## src/rtl/div_unit.sv

```systemverilog
// Multi-cycle radix-2 restoring divider for MIPS DIV/DIVU; result = {remainder, quotient}.
// Signed (DIV) support is compiled in only when DIV_SIGNED_EN is defined.
module div_unit #(
  parameter int unsigned DATA_W = 32
) (
  input  logic                  clk,
  input  logic                  rst,
  input  logic                  signed_i,
  input  logic [DATA_W-1:0]     opdata1_i,
  input  logic [DATA_W-1:0]     opdata2_i,
  input  logic                  start_i,
  input  logic                  annul_i,
  output logic [2*DATA_W-1:0]   result_o,
  output logic                  ready_o
);

  localparam int unsigned CNT_W = $clog2(DATA_W);
  localparam logic [CNT_W-1:0] LAST = CNT_W'(DATA_W - 1);

  typedef enum logic [1:0] {DIV_FREE, DIV_BYZERO, DIV_ON, DIV_END} state_t;

  state_t             state;
  logic [DATA_W-1:0]  dvd;
  logic [DATA_W-1:0]  dsr;
  logic [DATA_W-1:0]  rem;
  logic [CNT_W-1:0]   cnt;

  logic [DATA_W:0]    trial;
  logic [DATA_W-1:0]  rem_nxt, quo_nxt, rem_fix, quo_fix, mag1, mag2;

`ifdef DIV_SIGNED_EN
  logic neg_quo, neg_rem;
`else
  logic unused_signed;
  assign unused_signed = signed_i;
`endif

  // dvd doubles as the quotient: dividend bits shift out the top while quotient bits shift in.
  always_comb begin
    trial   = {1'b0, rem[DATA_W-2:0], dvd[DATA_W-1]} - {1'b0, dsr};
    rem_nxt = trial[DATA_W] ? {rem[DATA_W-2:0], dvd[DATA_W-1]} : trial[DATA_W-1:0];
    quo_nxt = {dvd[DATA_W-2:0], ~trial[DATA_W]};
`ifdef DIV_SIGNED_EN
    quo_fix = neg_quo ? -quo_nxt : quo_nxt;
    rem_fix = neg_rem ? -rem_nxt : rem_nxt;
    mag1    = (signed_i && opdata1_i[DATA_W-1]) ? -opdata1_i : opdata1_i;
    mag2    = (signed_i && opdata2_i[DATA_W-1]) ? -opdata2_i : opdata2_i;
`else
    quo_fix = quo_nxt;
    rem_fix = rem_nxt;
    mag1    = opdata1_i;
    mag2    = opdata2_i;
`endif
  end

  always_ff @(posedge clk or negedge rst) begin
    if (!rst) begin
      state    <= DIV_FREE;
      dvd      <= '0;
      dsr      <= '0;
      rem      <= '0;
      cnt      <= '0;
      result_o <= '0;
      ready_o  <= 1'b0;
`ifdef DIV_SIGNED_EN
      neg_quo  <= 1'b0;
      neg_rem  <= 1'b0;
`endif
    end else begin
      case (state)
        DIV_FREE: begin
          if (start_i && !annul_i) begin
            if (opdata2_i == '0) begin
              state <= DIV_BYZERO;
            end else begin
              state <= DIV_ON;
              dvd   <= mag1;
              dsr   <= mag2;
              rem   <= '0;
              cnt   <= '0;
`ifdef DIV_SIGNED_EN
              neg_quo <= signed_i && (opdata1_i[DATA_W-1] ^ opdata2_i[DATA_W-1]);
              neg_rem <= signed_i && opdata1_i[DATA_W-1];
`endif
            end
          end
        end
        DIV_BYZERO: begin
          state    <= DIV_END;
          result_o <= '0;
        end
        DIV_ON: begin
          if (annul_i) begin
            state    <= DIV_FREE;
            result_o <= '0;
            ready_o  <= 1'b0;
          end else begin
            dvd <= quo_nxt;
            rem <= rem_nxt;
            cnt <= cnt + 1'b1;
            if (cnt == LAST) begin
              result_o <= {rem_fix, quo_fix};
              ready_o  <= 1'b1;
              state    <= DIV_END;
            end
          end
        end
        DIV_END: begin
          // Divide-by-zero arrives here with ready low; it is raised one edge later.
          if (!start_i) begin
            state    <= DIV_FREE;
            ready_o  <= 1'b0;
            result_o <= '0;
          end else begin
            ready_o  <= 1'b1;
          end
        end
        default: state <= DIV_FREE;
      endcase
    end
  end

endmodule

```

## config.mk

```make
export PLATFORM = sky130hd
export DESIGN_NAME = div_unit
export DESIGN_NICKNAME = d
export VERILOG_FILES = /design/src/rtl/div_unit.sv
export SDC_FILE = /design/constraint.sdc
export NUM_CORES = 1
export LEC_CHECK = 0
export ABC_CLOCK_PERIOD_IN_PS = 3750
export BUFFER_PORTS_ARGS = -buffer_cell sky130_fd_sc_hd__buf_2
export CELL_PAD_IN_SITES_DETAIL_PLACEMENT = 0
export CELL_PAD_IN_SITES_GLOBAL_PLACEMENT = 1
export CORE_MARGIN = 3
export CORE_UTILIZATION = 39
export DETAILED_ROUTE_END_ITERATION = 8
export PLACE_DENSITY_LB_ADDON = 0.1
export SYNTH_ARGS = -nofsm -noshare
export SYNTH_HDL_FRONTEND = slang
export SYNTH_SLANG_ARGS = --single-unit
```

## constraint.sdc

```tcl
create_clock -name clk -period 3.75 [get_ports clk]
set_input_delay 0.75 -clock clk [delete_from_list [all_inputs] [get_ports clk]]
set_output_delay 0.75 -clock clk [all_outputs]
set_load 0.01 [all_outputs]
```

==> results.yml, run 1 <==
global_route:
  globalRouteOverflowTotal: 0
  grt_max_degree: 102
  first_pass_grt_wire_length_um: 35900
  first_global_vias: 6616
  overall_track_demand_over_capacity_in_global_routing: 0.188
  grt_antenna_before_repair: 0
power_and_ir_drop:
  power.density_cell_area_nw_per_um2: 454
  total_leakage_power_nw: 4.84
  sw_frac_of_total: 0.307
  power_report.internal_total_mw: 3.16
  share_comb_of_total_power: 0.169
  power.net_switching_mw: 1.40
  ir_drop_mv: 0.293
  sequentialPowerShare: 0.446
  clockPowerShare: 0.385
cells_and_area:
  design.final.nets: 1161
  post-route-util: 0.474
  filler_cell_count: 2128
  post_route_cells_drive_above_1_share: 0.186
  layout-area-overhead-vs-synth_pct: 18.6
  antenna_cells_inserted: 0
synth:
  synth_async_sr_flop_share: 1.00
  synth_fp_nets: 1046
  synth_area_per_cell_um2: 9.01
  synth-edff-count: 0
  ys_seq_area_frac: 0.493
  synthesis.area_um2: 8480
  yosys_warnings: 0
  synth_flop_cell: "dfrtp_1"
  synth-seq-cells: 167
  synth_cell_type_count: 56
  netlist_instances: 941
clocking:
  worst_case_clock_buffer_depth: 2
  ctsHtreeMaxLevel: 4
  cts_made_buffers: 17
  tritoncts: "built"
  clkTransAtPathRegs_ns: 0.07
  hold_buffers: 0
  clock_sinks: 167
  cts-root-buf: "clkbuf_16"
  post_cts_resize_count: 0
  worst_skew_pair.late_latency_ns: 0.43
  cts_setup_buffers: 0
critical_path:
  arrival_ns: 3.60
  crit_path_start_kind: "register"
  timing.critical_path.to_type: "register"
  cpLargestDelayFamily: "compound AO/OA/AOI/OAI gates"
  max_stage_delay_ns: 0.41
  critical-path-slowest-cell: "fa_1"
  crit_path_cell_trace: "inv_1 -> ha_1 -> fa_1 -> nand2b_1 -> a21oi_2 -> o41a_1 -> a311o_2 -> a31oi_4 -> a31oi_4 -> buf_12 -> nor2_1 -> a31oi_1 -> o21ai_1"
  cp_num_buf_inv: 2
  critical-path-top-cell-by-count: "a31oi_4"
  setup.worst_path.class: "register to register"
  required_ns: 4.02
  timing.critical_path.fanout_max: 21
routing:
  drtAntennaViolNets: 0
  via_count: 6910
  finalWirelength_um: 21900
  drt_iter0_markers: 301
  dr.pass1.iters: 5
  post-route-drc-count: 0
  viasPerCell: 5.14
  wl_per_cell_um: 16.3
die:
  floorplan.die_area_um2: 23500
  placeableCoreArea_um2: 21200
  starting_utilization_of_the_core_area: 0.400
  boundaryPins: 134
  die_w_um: 153
  dieHeight_um: 153
  core.rowCount: 53
sta:
  finalMaxSlewViolations: 0
  rsz0062_at_grt: "false"
  setup-tns-final_ns: 0
  finalHoldViolations: 0
  finClkSkew_ns: 0.0116
  report.final.setup_viol: 0
  timing.final.crit_share: 0.889
  slew_headroom: 0.312
  period_minus_slack_ns: 3.33
  max_slew.worst_pin.slew_ns: 1.03
  fmaxAchievable_mhz: 300
placement:
  gpl.final_weighted_congestion: 0.817
  portBuffers: 132
  hpwl_um: 15500
flow_run:
  max-cap-violations: 0
worst_hold_path:
  min_path_type: "input port to asynchronous set/reset pin"
status:
  run_status: "finished, final reports clean"
-- per-stage QoR --
step | setup slack [ns] | hold WS (ns) | cells | total power, mW | instance area (um^2)
floorplan | 0.923 | 0.454 | 941 | 2.58 | 8480
global placement | 0.452 | 0.456 | 1312 | 2.84 | 9460
detailed placement | 0.440 | 0.465 | 1312 | 2.85 | 9460
CTS | 0.412 | 0.408 | 1344 | 4.63 | 10100
global route | 0.257 | 0.437 | 1344 | 4.83 | 10100
finish | 0.418 | 0.384 | 1344 | 4.57 | 10100
-- state kept, by name, indices dropped and copies added, names as in the netlist --
register and cells:
result_o 64, dsr 32, dvd 32, rem 31, cnt 5, state 2, ready_o 1
-- final timing paths --
check / cells past startpoint / slack, ns / start / to
setup / recovery: 13 / 0.42 / dvd[31]$_DFFE_PN0P_ / rem[3]$_DFFE_PN0P_
min in group clk: 2 / 0.48 / result_o[20]$_DFFE_PN0P_ / result_o[20]$_DFFE_PN0P_
max in group asynchronous: 2 / 2.51 / rst / dvd[1]$_DFFE_PN0P_
hold / removal: 1 / 0.38 / rst / result_o[42]$_DFFE_PN0P_
setup reg to reg: 13 / 0.42 / dvd[31]$_DFFE_PN0P_ / rem[3]$_DFFE_PN0P_
hold reg to reg: 2 / 0.48 / result_o[20]$_DFFE_PN0P_ / result_o[20]$_DFFE_PN0P_
-- layer usage --
layer / GRT usage / vias up / routed length, um
li1: - / 3493 / -
met1: 0.289 / 3279 / 11200
met2: 0.273 / 124 / 9590
met3: 0.0343 / 14 / 827
met4: 0.0467 / 0 / 279
met5: 0 / - / 0
-- placed cells by master, fill, tap and decap left out, drive strengths merged, types with 13 or more instances in the layout --
cell type	n
clkbuf	18
dfrtp	167
xnor2	13
nor2	28
a21oi	39
inv	52
ha	35
o21ai	151
xor2	15
buf	145
o211ai	31
nand2	241
-- worst register-to-register path, cell delays in order, from the launching register on --
cell and delay, ns:
dfrtp_1 0.39, inv_1 0.08, ha_1 0.21, fa_1 0.41
nand2b_1 0.20, a21oi_2 0.16, o41a_1 0.20, a311o_2 0.29
a31oi_4 0.14, a31oi_4 0.40, buf_12 0.22, nor2_1 0.06
a31oi_1 0.34, o21ai_1 0.10
-- layout make-up --
cell class | count | area (um^2) | share of cell area
multi-input cells | 682 | 3970 | 0.395
flip-flops and latches | 167 | 4180 | 0.416
clock buffers | 18 | 439 | 0.0437
clock inverters | 14 | 151 | 0.0151
inverters | 43 | 161 | 0.0161
repair buffers | 145 | 802 | 0.0798
well taps | 275 | 344 | 0.0342
-- kinds of logic after synthesis --
logic type      synth area share
buf+inv                   0.0428
mux                       0.0173
flops                      0.493
fa+ha+maj                 0.0540
simple gates               0.155
xor+xnor                  0.0289
compound gates             0.210
-- power by group through the flow --
stage / registers, mW / logic [mW] / clock network (mW)
after floorplan: 2.07 / 0.515 / 0
after global placement: 2.07 / 0.772 / 0
after detailed placement: 2.07 / 0.777 / 0
after CTS: 2.04 / 0.781 / 1.81
after global routing: 2.06 / 0.879 / 1.89
final: 2.04 / 0.772 / 1.76
-- cell usage after synthesis (3+ instances only) --
cell type,number,area [um^2]
a211o_1,3,26.3
a21o_1,11,82.6
a21oi_1,35,175
a21oi_2,4,35.0
a22o_1,11,96.3
a31oi_1,4,25.0
a32oi_1,8,70.1
and3_1,5,31.3
clkbuf_1,43,161
dfrtp_1,167,4180
ha_1,35,438
inv_1,42,158
mux2i_1,12,120
nand2_1,241,905
nand2b_1,7,43.8
nand3_1,6,30.0
nand4_1,6,37.5
nor2_1,26,97.6
nor2b_1,3,18.8
nor3_1,4,20.0
nor4_1,9,56.3
o211ai_1,30,225
o21a_1,5,37.5
o21ai_0,99,495
o21ai_1,52,260
o21bai_1,3,22.5
xnor2_1,13,114
xor2_1,15,131
Note: power is estimated with default switching activity, not from simulation.
==> run 2, diff against run 1 <==
BUFFER_PORTS_ARGS = -buffer_cell sky130_fd_sc_hd__clkbuf_2   (was -buffer_cell sky130_fd_sc_hd__buf_2)
HOLD_SLACK_MARGIN = 0.06   (was unset)
==> run 2 against run 1 <==
  * Clock power hardly changed
  * Global-route usage is 0.23 points higher
  * Register-to-register slack hardly changed
  * First-iteration DRC count is 29% higher
  * Sequential power hardly changed
  * Hold slack worse by 0.095 ns
  * Highest routed layer unchanged
==> results.yml, run 2 (same netlist as run 1, synthesis figures left out) <==
status:
  run_status: "finished, final reports clean"
clocking:
  tritoncts: "built"
  clkTransAtPathRegs_ns: 0.07
  hold_buffers: 0
  worst_skew_pair.late_latency_ns: 0.43
  cts_setup_buffers: 0
  cts-root-buf: "clkbuf_16"
  cts_made_buffers: 17
  ctsHtreeMaxLevel: 4
  post_cts_resize_count: 0
  clock_sinks: 167
  worst_case_clock_buffer_depth: 2
die:
  placeableCoreArea_um2: 21200
  floorplan.die_area_um2: 23500
  die_w_um: 153
  starting_utilization_of_the_core_area: 0.400
  boundaryPins: 134
  dieHeight_um: 153
  core.rowCount: 53
critical_path:
  crit_path_cell_trace: "inv_1 -> ha_1 -> fa_1 -> nand2b_1 -> a21oi_2 -> o41a_1 -> a311o_2 -> a31oi_4 -> a31oi_4 -> buf_12 -> mux2_4 -> a22o_1"
  destination_of_the_worst_register_to_register_timing_path: "result_o[52]$_DFFE_PN0P_"
  crit_path_start_kind: "register"
  r2r_cells: 12
  setup.worst_path.class: "register to register"
  crit_path_start: "dvd[31]$_DFFE_PN0P_"
  critical-path-top-cell-by-count: "a31oi_4"
  path_depth: 12
  timing.critical_path.to_type: "register"
  critical-path-slowest-cell: "fa_1"
  timing.rr.start: "dvd[31]$_DFFE_PN0P_"
  crit_path_end: "result_o[52]$_DFFE_PN0P_"
  timing.critical_path.fanout_max: 38
  required_ns: 4.08
  arrival_ns: 3.65
  cp_num_buf_inv: 2
  cpLargestDelayFamily: "compound AO/OA/AOI/OAI gates"
  r2r_slack_ns: 0.43
  max_stage_delay_ns: 0.40
power_and_ir_drop:
  sequentialPowerShare: 0.444
  share_comb_of_total_power: 0.168
  clockPowerShare: 0.388
  power_report.internal_total_mw: 3.17
  power.density_cell_area_nw_per_um2: 457
  power.net_switching_mw: 1.43
  total_leakage_power_nw: 4.79
  ir_drop_mv: 0.296
  sw_frac_of_total: 0.311
sta:
  report.final.setup_viol: 0
  slew_headroom: 0.301
  finalMaxSlewViolations: 0
  finalHoldViolations: 0
  period_minus_slack_ns: 3.32
  worst_hold_slack_ns: 0.288
  timing.final.crit_share: 0.886
  max_slew.worst_pin.slew_ns: 1.05
  setup-tns-final_ns: 0
  rsz0062_at_grt: "false"
  fmaxAchievable_mhz: 301
  finClkSkew_ns: 0.00841
routing:
  post-route-drc-count: 0
  wl_per_cell_um: 16.4
  via_count: 6963
  viasPerCell: 5.19
  drt_iter0_markers: 388
  drtAntennaViolNets: 0
  finalWirelength_um: 22000
  dr.pass1.iters: 5
cells_and_area:
  post-route-util: 0.474
  post_route_cells_drive_above_1_share: 0.184
  layout-area-overhead-vs-synth_pct: 18.6
  mostFrequentLayoutCell: "nand2_1"
  layout_common_cells: "241 x nand2_1, 167 x dfrtp_1, 131 x clkbuf_2"
  largestRegisters: "result_o: 64 flops, dsr: 32 flops, dvd: 32 flops"
  largest_register_ffs: 64
  max_flop_register: "result_o"
  design.final.nets: 1158
  final_cell_area_um2: 10100
  antenna_cells_inserted: 0
  instances_no_fill: 1341
global_route:
  overall_track_demand_over_capacity_in_global_routing: 0.190
  grt_max_degree: 102
  first_global_vias: 6745
  grt_antenna_before_repair: 0
  first_pass_grt_wire_length_um: 36300
  globalRouteOverflowTotal: 0
placement:
  gpl.final_weighted_congestion: 0.782
  portBuffers: 132
  placedInstanceArea_um2: 9460
  place_inst: 1309
  hpwl_um: 15400
worst_hold_path:
  min_path_type: "input port to asynchronous set/reset pin"
flow_run:
  max-cap-violations: 0
==> run 2: worst min-delay path by stage <==
stage | startpoint | to | depth (start not counted)
after global placement | result_o[26]$_DFFE_PN0P_ | result_o[26]$_DFFE_PN0P_ | 2
after detailed placement | result_o[9]$_DFFE_PN0P_ | result_o[9]$_DFFE_PN0P_ | 2
final | rst | result_o[42]$_DFFE_PN0P_ | 1
after floorplan | rst | cnt[0]$_DFFE_PN0P_ | 0
after global routing | rst | result_o[42]$_DFFE_PN0P_ | 1
after CTS | rst | result_o[42]$_DFFE_PN0P_ | 1
==> run 2: power groups by stage <==
stage	Sequential (mW)	Combinational (mW)	Clock (mW)
4_1_cts	2.04	0.783	1.83
5_1_grt	2.06	0.885	1.91
3_5_place_dp	2.07	0.780	0
6_report	2.04	0.771	1.78
2_1_floorplan	2.07	0.515	0
3_3_place_gp	2.07	0.774	0
==> run 2: cell type report <==
cell class,count,area [um^2]
multi-input combinational,682,3970
inverter,43,161
fill,2149,11200
timing repair buffer,142,805
clock buffer,18,439
clock inverter,14,151
tap,275,344
sequential,167,4180
==> run 2: per-layer routing <==
metal / vias to the layer above / routed length [um] / track usage
met5: - / 0 / 0
met4: 0 / 197 / 0.0450
met3: 15 / 714 / 0.0323
met2: 111 / 9820 / 0.289
met1: 3352 / 11300 / 0.285
li1: 3485 / - / -
==> run 2: worst register-to-register path, stage by stage, from the launching register on <==
cell and delay, ns:
dfrtp_1 0.39, inv_1 0.07, ha_1 0.21, fa_1 0.40, nand2b_1 0.20, a21oi_2 0.16
o41a_1 0.20, a311o_2 0.30, a31oi_4 0.14, a31oi_4 0.34, buf_12 0.28, mux2_4 0.35
a22o_1 0.18
==> run 2: through the flow <==
stage / total power [mW] / setup slack [ns]
detailed placement: 2.85 / 0.426
global route: 4.85 / 0.250
finish: 4.59 / 0.429
CTS: 4.65 / 0.407
floorplan: 2.58 / 0.923
global placement: 2.85 / 0.474
